## config.mk

```make
export PLATFORM = sky130hd
export DESIGN_NAME = l2_arbiter
export DESIGN_NICKNAME = d
export VERILOG_FILES = /design/src/rtl/lc3b_types.sv /design/src/rtl/l2_arbiter.sv
export SDC_FILE = /design/constraint.sdc
export NUM_CORES = 1
export LEC_CHECK = 0
export CAP_MARGIN = 20
export CORE_AREA = 2 2 270 272
export CTS_CLUSTER_DIAMETER = 80
export DETAILED_ROUTE_END_ITERATION = 8
export DIE_AREA = 0 0 272 274
export GPL_TIMING_DRIVEN = 0
export PLACE_DENSITY = 0.45
export SYNTH_ARGS = -nofsm -noshare
export SYNTH_HDL_FRONTEND = slang
export SYNTH_SLANG_ARGS = --single-unit
```

## constraint.sdc

```tcl
create_clock -name clk -period 1.9 [get_ports clk]
set_input_delay 0.475 -clock clk [delete_from_list [all_inputs] [get_ports clk]]
set_output_delay 0.475 -clock clk [all_outputs]
set_load 0.01 [all_outputs]
```

## src/rtl/lc3b_types.sv

```systemverilog
// Shared LC-3b memory-hierarchy types: word/line widths, arbiter state and request payload.
package lc3b_types;

    localparam int unsigned WORD_W = 16;
    localparam int unsigned LINE_W = 128;

    typedef logic [WORD_W-1:0] lc3b_word;
    typedef logic [LINE_W-1:0] lc3b_cacheline;

    typedef enum logic [1:0] {
        ARB_IDLE    = 2'd0,
        ARB_SERVE_I = 2'd1,
        ARB_SERVE_D = 2'd2,
        ARB_RECOVER = 2'd3
    } lc3b_arb_state;

    typedef enum logic {
        GRANT_I = 1'b0,
        GRANT_D = 1'b1
    } lc3b_arb_side;

    // Request captured at grant time; the L2 port is driven only from this.
    typedef struct packed {
        logic          write;
        lc3b_word      addr;
        lc3b_cacheline wdata;
    } lc3b_l2_req;

endpackage

```

## src/rtl/l2_arbiter.sv

```systemverilog
// Round-robin arbiter sharing one L2 port between the I-cache and D-cache.
module l2_arbiter
    import lc3b_types::*;
(
    input  logic          clk,
    input  logic          rst_n,

    input  logic          i_mem_read,
    input  lc3b_word      i_mem_address,
    output lc3b_cacheline i_mem_rdata,
    output logic          i_mem_resp,

    input  logic          d_mem_read,
    input  logic          d_mem_write,
    input  lc3b_word      d_mem_address,
    input  lc3b_cacheline d_mem_wdata,
    output lc3b_cacheline d_mem_rdata,
    output logic          d_mem_resp,

    output logic          l2_mem_read,
    output logic          l2_mem_write,
    output lc3b_word      l2_mem_address,
    output lc3b_cacheline l2_mem_wdata,
    input  lc3b_cacheline l2_mem_rdata,
    input  logic          l2_mem_resp
);

    lc3b_arb_state state_q, state_d;
    lc3b_arb_side  last_grant_q, last_grant_d;
    lc3b_l2_req    hold_q, hold_d;

    logic i_valid;
    logic d_valid;

    // A D request with both strobes high is malformed and never granted.
    assign i_valid = i_mem_read;
    assign d_valid = d_mem_read ^ d_mem_write;

    // State, grant history and holding registers.
    always_ff @(posedge clk or negedge rst_n) begin
        if (!rst_n) begin
            state_q      <= ARB_IDLE;
            last_grant_q <= GRANT_D;
            hold_q       <= '0;
        end else begin
            state_q      <= state_d;
            last_grant_q <= last_grant_d;
            hold_q       <= hold_d;
        end
    end

    // Next-state, grant selection and L2/L1 port drive.
    always_comb begin
        state_d        = state_q;
        last_grant_d   = last_grant_q;
        hold_d         = hold_q;
        l2_mem_read    = 1'b0;
        l2_mem_write   = 1'b0;
        l2_mem_address = '0;
        l2_mem_wdata   = '0;
        i_mem_resp     = 1'b0;
        i_mem_rdata    = '0;
        d_mem_resp     = 1'b0;
        d_mem_rdata    = '0;

        case (state_q)
            ARB_IDLE: begin
                // On a tie, the side that did not win last time goes first.
                if (i_valid && (!d_valid || last_grant_q == GRANT_D)) begin
                    state_d      = ARB_SERVE_I;
                    last_grant_d = GRANT_I;
                    hold_d.write = 1'b0;
                    hold_d.addr  = i_mem_address;
                    hold_d.wdata = '0;
                end else if (d_valid) begin
                    state_d      = ARB_SERVE_D;
                    last_grant_d = GRANT_D;
                    hold_d.write = d_mem_write;
                    hold_d.addr  = d_mem_address;
                    hold_d.wdata = d_mem_write ? d_mem_wdata : '0;
                end
            end

            ARB_SERVE_I: begin
                l2_mem_read    = 1'b1;
                l2_mem_address = hold_q.addr;
                if (l2_mem_resp) begin
                    i_mem_resp  = 1'b1;
                    i_mem_rdata = l2_mem_rdata;
                    state_d     = ARB_RECOVER;
                end
            end

            ARB_SERVE_D: begin
                l2_mem_read    = ~hold_q.write;
                l2_mem_write   = hold_q.write;
                l2_mem_address = hold_q.addr;
                l2_mem_wdata   = hold_q.wdata;
                if (l2_mem_resp) begin
                    d_mem_resp  = 1'b1;
                    d_mem_rdata = l2_mem_rdata;
                    state_d     = ARB_RECOVER;
                end
            end

            // One dead cycle lets the served L1 drop its request before re-arbitration.
            ARB_RECOVER: begin
                state_d = ARB_IDLE;
            end

            default: begin
                state_d = ARB_IDLE;
            end
        endcase
    end

endmodule

```

==> flow_metrics.tcl, run 1 <==
set metrics [dict create \
    r2r_cells 11 \
    numCtsBuffers 17 \
    clkTransAtPathRegs_ns 0.07 \
    finalHoldViolations 0 \
    rows 99 \
    synth_fp_nets 1145 \
    seq_power_share 0.194 \
    grt_max_degree 91 \
    synth_area_mm2 0.00830 \
    violations "setup timing" \
    critPathLaunchType "flip-flop" \
    fin_cells 2667 \
    worstSkewPairLatency_ns 0.45 \
    cts_tree "yes" \
    period_minus_slack_ns 2.55 \
    slew_headroom 0.565 \
    reg2reg_slack_ns -0.28 \
    tightest_slew_ns 0.653 \
    fmax_ghz 0.392 \
    dr_total_vias 10800 \
    synth_cells 846 \
    cpMaxStageDelayCell "dfrtp_1" \
    synth_warnings 0 \
    syn_avg_cell_area_um2 9.81 \
    route.met2.wl_um 37300 \
    ys.flop_type "dfrtp_1" \
    fin_area_mm2 0.0213 \
    root_buffer "clkbuf_16" \
    critPathRequiredTime_ns 1.42 \
    critical-path-max-stage-delay_ns 0.42 \
    drt_wl_total_um 70900 \
    async_reset_ff_frac 1.00 \
    grt-ovfl-total 0 \
    pwr-share-comb 0.681 \
    drt-pass1-iter-count 5 \
    placed_area_mm2 0.0165 \
    power_w 0.0283 \
    finalClockSkew_ns 0.0147 \
    pwr-share-clk 0.125 \
    rsz0062_at_grt "true" \
    highest_layer "met5" \
    crit_path_cell_trace "buf_6 -> ha_4 -> clkbuf_16 -> buf_12 -> buf_8 -> clkbuf_16 -> and3_4 -> buf_6" \
    core-area_mm2 0.0720 \
    multi_input_area_mm2 0.00550 \
    met1_length_um 25500 \
    regArea_mm2 0.00371 \
    fin_crit_sh 1.34 \
    fp.dieH_um 274 \
    worstSetupEndpointType "output pin" \
    rr_endpoint "hold_q[79]" \
    ant_nets 0 \
    dr_wl_met3_um 4650 \
    portBuffers 695 \
    startpoint "state_q[0]" \
    grt_usage 0.169 \
    grt_pass1_vias 10900 \
    maxCapViolations 0 \
    via_per_inst 4.07 \
    syn_to_final_growth_pct 156 \
    start_util 0.115 \
    drt-initial-drc-count 416 \
    yosysSeqAreaShare 0.447 \
    fin_ws_ns -0.653 \
    gp_congestion 0.926 \
    p_switching_w 0.0102 \
    post-place-ws_ns -1.69 \
    die_area_mm2 0.0745 \
    leakagePower_nw 9.92 \
    critPathKind "flip-flop to output pin" \
    dp_hpwl_um 54100 \
    drive_gt1_frac 0.577 \
    finalNetCount 1991 \
    setup_viol 545 \
    avgRoutedWirePerCell_um 26.6 \
    cp.arrival_ns 2.08 \
    slew_viol_final 0 \
    p_per_area_mw_per_mm2 1330 \
    cp_max_fo 5 \
    die_w_um 272 \
    p_int_w 0.0181 \
    io_pins 698 \
    hold_class "flip-flop to flip-flop" \
    clock-sinks 148 \
    status "finished with violations" \
    synth_cell_types 31 \
    grt_pass1_wl_um 87900 \
    placed_cells 2502 \
    whs_ns 0.495 \
    reg2reg_from "state_q[0]" \
    cts_buffer_depth 2 \
    setup.worst_path.end "i_mem_rdata[75]" \
    power_switching_share 0.362 \
    peakVddDrop_v 0.000633 \
    synth_seq_cells 148 \
    antenna_found_initial 20 \
    synth_edf_count 0 \
    drcViolationCount 0 \
    cts_htree_levels 4 \
    nFillCells 7457 \
]
[cell families (layout without fill, tap and decap cells)]
family | after synthesis | count (layout) | share of synthesized area
XOR/XNOR | 2 | 2 | 0.00302
AO/OA/AOI/OAI | 157 | 157 | 0.169
flip-flops | 148 | 148 | 0.447
buffers and inverters | 109 | 966 | 0.0526
adder cells (fa/ha/maj) | 5 | 5 | 0.00754
AND/OR/NAND/NOR | 424 | 424 | 0.320
other | 0 | 5 | 0
multiplexers | 1 | 1 | 0.00121
[final cells by class]
cell class,instances,share of cell area
multi-input cells,589,0.258
plain buffers,99,0.0551
well taps,959,0.0564
inverters,3,0.000765
clock buffers,18,0.0202
clock inverters,12,0.00729
flip-flops and latches,148,0.174
diodes,5,0.000588
repair buffers,834,0.427
[synthesized netlist by cell type (all sizes together), types with 2 or more instances]
master | count | share of area
and2 | 147 | 0.11
o221a | 16 | 0.022
clkbuf | 86 | 0.039
dfrtp | 147 | 0.44
or3 | 16 | 0.012
o21ai | 2 | 0.0012
ha | 5 | 0.0075
a31oi | 2 | 0.0015
nor2b | 2 | 0.0015
buf | 20 | 0.012
a21boi | 2 | 0.0023
a22o | 128 | 0.14
and3 | 256 | 0.19
inv | 3 | 0.0014
[placed cells by master (no fill, tap or decap), types with 2 or more instances in the layout]
| master | instances |
|---|---|
| buf_6 | 323 |
| clkdlybuf4s50_1 | 290 |
| and3_4 | 180 |
| dfrtp_1 | 146 |
| a22o_1 | 128 |
| and2_4 | 119 |
| clkbuf_2 | 89 |
| and3_1 | 76 |
| clkbuf_16 | 70 |
| buf_8 | 47 |
| buf_4 | 44 |
| buf_2 | 31 |
| and2_1 | 28 |
| buf_12 | 24 |
| or3_1 | 15 |
| o221a_2 | 15 |
| clkbuf_1 | 14 |
| clkbuf_4 | 6 |
| dlymetal6s2s_1 | 6 |
| diode_2 | 5 |
| ha_4 | 5 |
| bufinv_16 | 3 |
| clkinv_2 | 3 |
| inv_4 | 2 |
| nor2b_1 | 2 |
| a31oi_1 | 2 |
| clkinv_4 | 2 |
| inv_6 | 2 |
| clkinvlp_4 | 2 |
| buf_16 | 2 |
[routing by layer]
layer  track usage  vias to the layer above
li1              -                     4790
met1         0.177                     5386
met2         0.320                      539
met3        0.0464                      123
met4        0.0659                        4
met5             0                        -
[what timing repair did]
action	in CTS	in global routing
pin swaps	15	76
setup endpoints to repair	551	551
endpoints found under the hold margin	50	0
buffers inserted	29	65
hold buffers	1	0
gates resized for setup	1173	1389
gates cloned	8	37
[worst max-delay path, delay by kind of cell (launching register included)]
| kind | cells | cell delay (ns) |
|---|---|---|
| fa+ha+maj | 1 | 0.19 |
| buf+inv | 6 | 0.83 |
| flops | 1 | 0.42 |
| simple gates | 1 | 0.18 |
[registers in the layout, summed over array words and instances, names as in the netlist]
signal	count
hold_q	145
state_q	2
last_grant_q	1
[stage by stage]
| stage | setup TNS (ns) | utilization |
|---|---|---|
| after floorplan | 0 | - |
| after global placement | -1649.40 | 0.229 |
| after detailed placement | -695.33 | 0.229 |
| after CTS | -346.15 | 0.252 |
| after global routing | -280.55 | 0.295 |
| final | -236.32 | 0.296 |
[power groups by stage]
stage	Combinational, W	Clock [W]	Sequential, W
finish	0.0193	0.00355	0.00548
global route	0.0202	0.00380	0.00564
CTS	0.0141	0.00369	0.00538
detailed placement	0.0114	0	0.00533
global placement	0.0113	0	0.00536
floorplan	0.00508	0	0.00506
[how the worst min path moves through the flow]
stage | endpoint | slack [ns] | cells after the start | start
after floorplan | hold_q[0] | 0.18 | 0 | rst_n
after global placement | hold_q[110] | 0.48 | 1 | hold_q[110]
after detailed placement | hold_q[43] | 0.47 | 1 | rst_n
after CTS | last_grant_q | 0.42 | 2 | i_mem_read
after global routing | hold_q[112] | 0.51 | 1 | hold_q[112]
final | hold_q[109] | 0.50 | 1 | hold_q[109]
(Power assumes the default switching activity.)
==> inputs of run 2 (changes only) <==
- GPL_ROUTABILITY_DRIVEN: default -> 1
==> results of run 2 <==
The final DEF is identical to that of run 1; final timing and power are the same.
==> inputs of run 3 (changes only) <==
- CELL_PAD_IN_SITES_DETAIL_PLACEMENT: default -> 1
- CELL_PAD_IN_SITES_GLOBAL_PLACEMENT: default -> 1
- CORE_AREA: 2 2 270 272 -> 2 2 269 271
- DIE_AREA: 0 0 272 274 -> 0 0 271 273
- PLACE_DENSITY: 0.45 -> 0.55
- clock period: 1.9 -> 3.1 ns (I/O delays scaled with it)
==> flow_metrics.tcl, run 3 (same netlist as run 1, synthesis figures left out) <==
set metrics [dict create \
    drive_gt1_frac 0.102 \
    rsz0062_at_grt "true" \
    regMostFlops "hold_q" \
    grt_max_degree 108 \
    peakVddDrop_v 0.000364 \
    setup_viol 0 \
    worstSkewPairLatency_ns 0.46 \
    antenna_found_initial 23 \
    cts_htree_levels 4 \
    drt-initial-drc-count 431 \
    crit_path_cell_trace "inv_4 -> ha_4 -> clkbuf_16 -> clkbuf_8 -> and3_1 -> clkdlybuf4s50_1" \
    finalHoldViolations 0 \
    p_per_area_mw_per_mm2 723 \
    rows 98 \
    avgRoutedWirePerCell_um 26.1 \
    cp.arrival_ns 2.29 \
    finalNetCount 1864 \
    startpoint "state_q[0]" \
    ant_nets 0 \
    portBuffers 695 \
    fin_ws_ns 0.0302 \
    grt-ovfl-total 0 \
    final_common_cell "clkdlybuf4s50_1" \
    fp.dieH_um 273 \
    nFillCells 8117 \
    io_pins 698 \
    hold_class "primary input to async pin" \
    pwr-share-comb 0.564 \
    regArea_mm2 0.00371 \
    clkTransAtPathRegs_ns 0.07 \
    reg2reg_from "state_q[1]" \
    finalClockSkew_ns 0.0153 \
    fin_crit_sh 0.990 \
    maxCapViolations 0 \
    multi_input_area_mm2 0.00422 \
    p_int_w 0.00793 \
    drt_wl_total_um 66200 \
    root_buffer "clkbuf_16" \
    clock-sinks 148 \
    numCtsBuffers 17 \
    cpMaxStageDelayCell "clkdlybuf4s50_1" \
    cts_tree "yes" \
    slew_headroom 0.555 \
    via_per_inst 4.00 \
    power_w 0.0129 \
    slew_viol_final 0 \
    drcViolationCount 0 \
    final_cell_mix "426 x clkdlybuf4s50_1, 251 x and3_1, 146 x and2_1, 146 x dfrtp_1, 145 x dlygate4sd2_1" \
    grt_pass1_vias 11100 \
    p_switching_w 0.00497 \
    post-place-ws_ns -0.999 \
    status "finished, final reports clean" \
    largest_register_ffs 145 \
    cp_max_fo 10 \
    reg_top3 "hold_q: 145 flops, state_q: 2 flops, last_grant_q: 1 flops" \
    pwr-share-clk 0.182 \
    die_area_mm2 0.0740 \
    critPathLaunchType "flip-flop" \
    critPathRequiredTime_ns 2.32 \
    cts_buffer_depth 2 \
    syn_to_final_growth_pct 115 \
    grt_pass1_wl_um 90600 \
    seq_power_share 0.254 \
    grt_usage 0.173 \
    dr_total_vias 10200 \
    crit_family "buffers and inverters" \
    die_w_um 271 \
    drt-pass1-iter-count 5 \
    core-area_mm2 0.0710 \
    start_util 0.117 \
    dp_hpwl_um 56000 \
    critical-path-max-stage-delay_ns 0.53 \
    power_switching_share 0.385 \
    tightest_slew_ns 0.668 \
    period_minus_slack_ns 3.07 \
    fmax_ghz 0.326 \
    gp_congestion 0.918 \
    leakagePower_nw 10.6 \
    path_buf_inv 4 \
    worstSetupEndpointType "output pin" \
    critPathKind "flip-flop to output pin" \
]
-- run 3: changes by cell type in the layout (fill, tap and decap cells not counted), sizes merged, moves of 4 or more --
cell,previous run,this run
buf,472,39
clkbuf,180,92
clkdlybuf4s15,1,5
clkdlybuf4s50,290,426
dlygate4sd2,1,145
dlymetal6s2s,6,118
-- run 3: area by class of cell --
cell class	count	share of cell area
clock inverter	13	0.0112
multi-input combinational	589	0.237
antenna	8	0.00112
timing repair buffer	701	0.401
sequential	148	0.208
clock buffer	19	0.0249
inverter	3	0.000913
tap	950	0.0667
buffer	105	0.0489
-- run 3: worst paths after layout --
check	cells after the start	slack [ns]	endpoint
max	6	0.03	d_mem_rdata[108]
min	1	0.20	hold_q[40]
max reg2reg	7	0.33	hold_q[90]
min reg2reg	1	0.50	hold_q[25]
max in group asynchronous	2	1.95	hold_q[144]
min in group clk	1	0.50	hold_q[25]
-- run 3: routing by layer --
metal  global-route usage  wire, µm  vias up
met4               0.0718      2510        2
met2                0.327     35100      520
li1                     -         -     4516
met1                0.177     23500     5029
met5                    0        11        -
met3               0.0525      5000       86
-- run 3: power groups by stage --
| stage | logic, W | clock network [W] | registers (W) |
|---|---|---|---|
| floorplan | 0.00311 | 0 | 0.00310 |
| global placement | 0.00692 | 0 | 0.00326 |
| detailed placement | 0.00699 | 0 | 0.00327 |
| CTS | 0.00738 | 0.00244 | 0.00328 |
| global route | 0.00786 | 0.00251 | 0.00340 |
| finish | 0.00728 | 0.00235 | 0.00327 |
-- run 3: through the flow --
step                      setup TNS, ns   util  instance area [µm²]  cells  hold WS (ns)
final                                 0  0.251                17800   2536         0.196
after global routing              -1.70  0.251                17800   2532         0.199
after CTS                         -1.09  0.246                17400   2524         0.180
after detailed placement        -290.84  0.232                16500   2492         0.482
after global placement         -1095.08  0.232                16400   2491         0.480
after floorplan                       0      -                 8300    846         0.464
-- run 3: timing repair --
item                                    in CTS  in global routing
buffers inserted                             1                  4
gates resized for setup                    318                142
hold buffers                                 0                  0
endpoints found under the setup margin     486                222
-- run 3: worst register-to-register path: stages, from the launching register on --
cell	delay (ns)
dfrtp_2	0.46
inv_4	0.11
ha_1	0.34
a21bo_2	0.34
nor3b_2	0.52
buf_2	0.40
buf_2	0.35
a22o_1	0.18
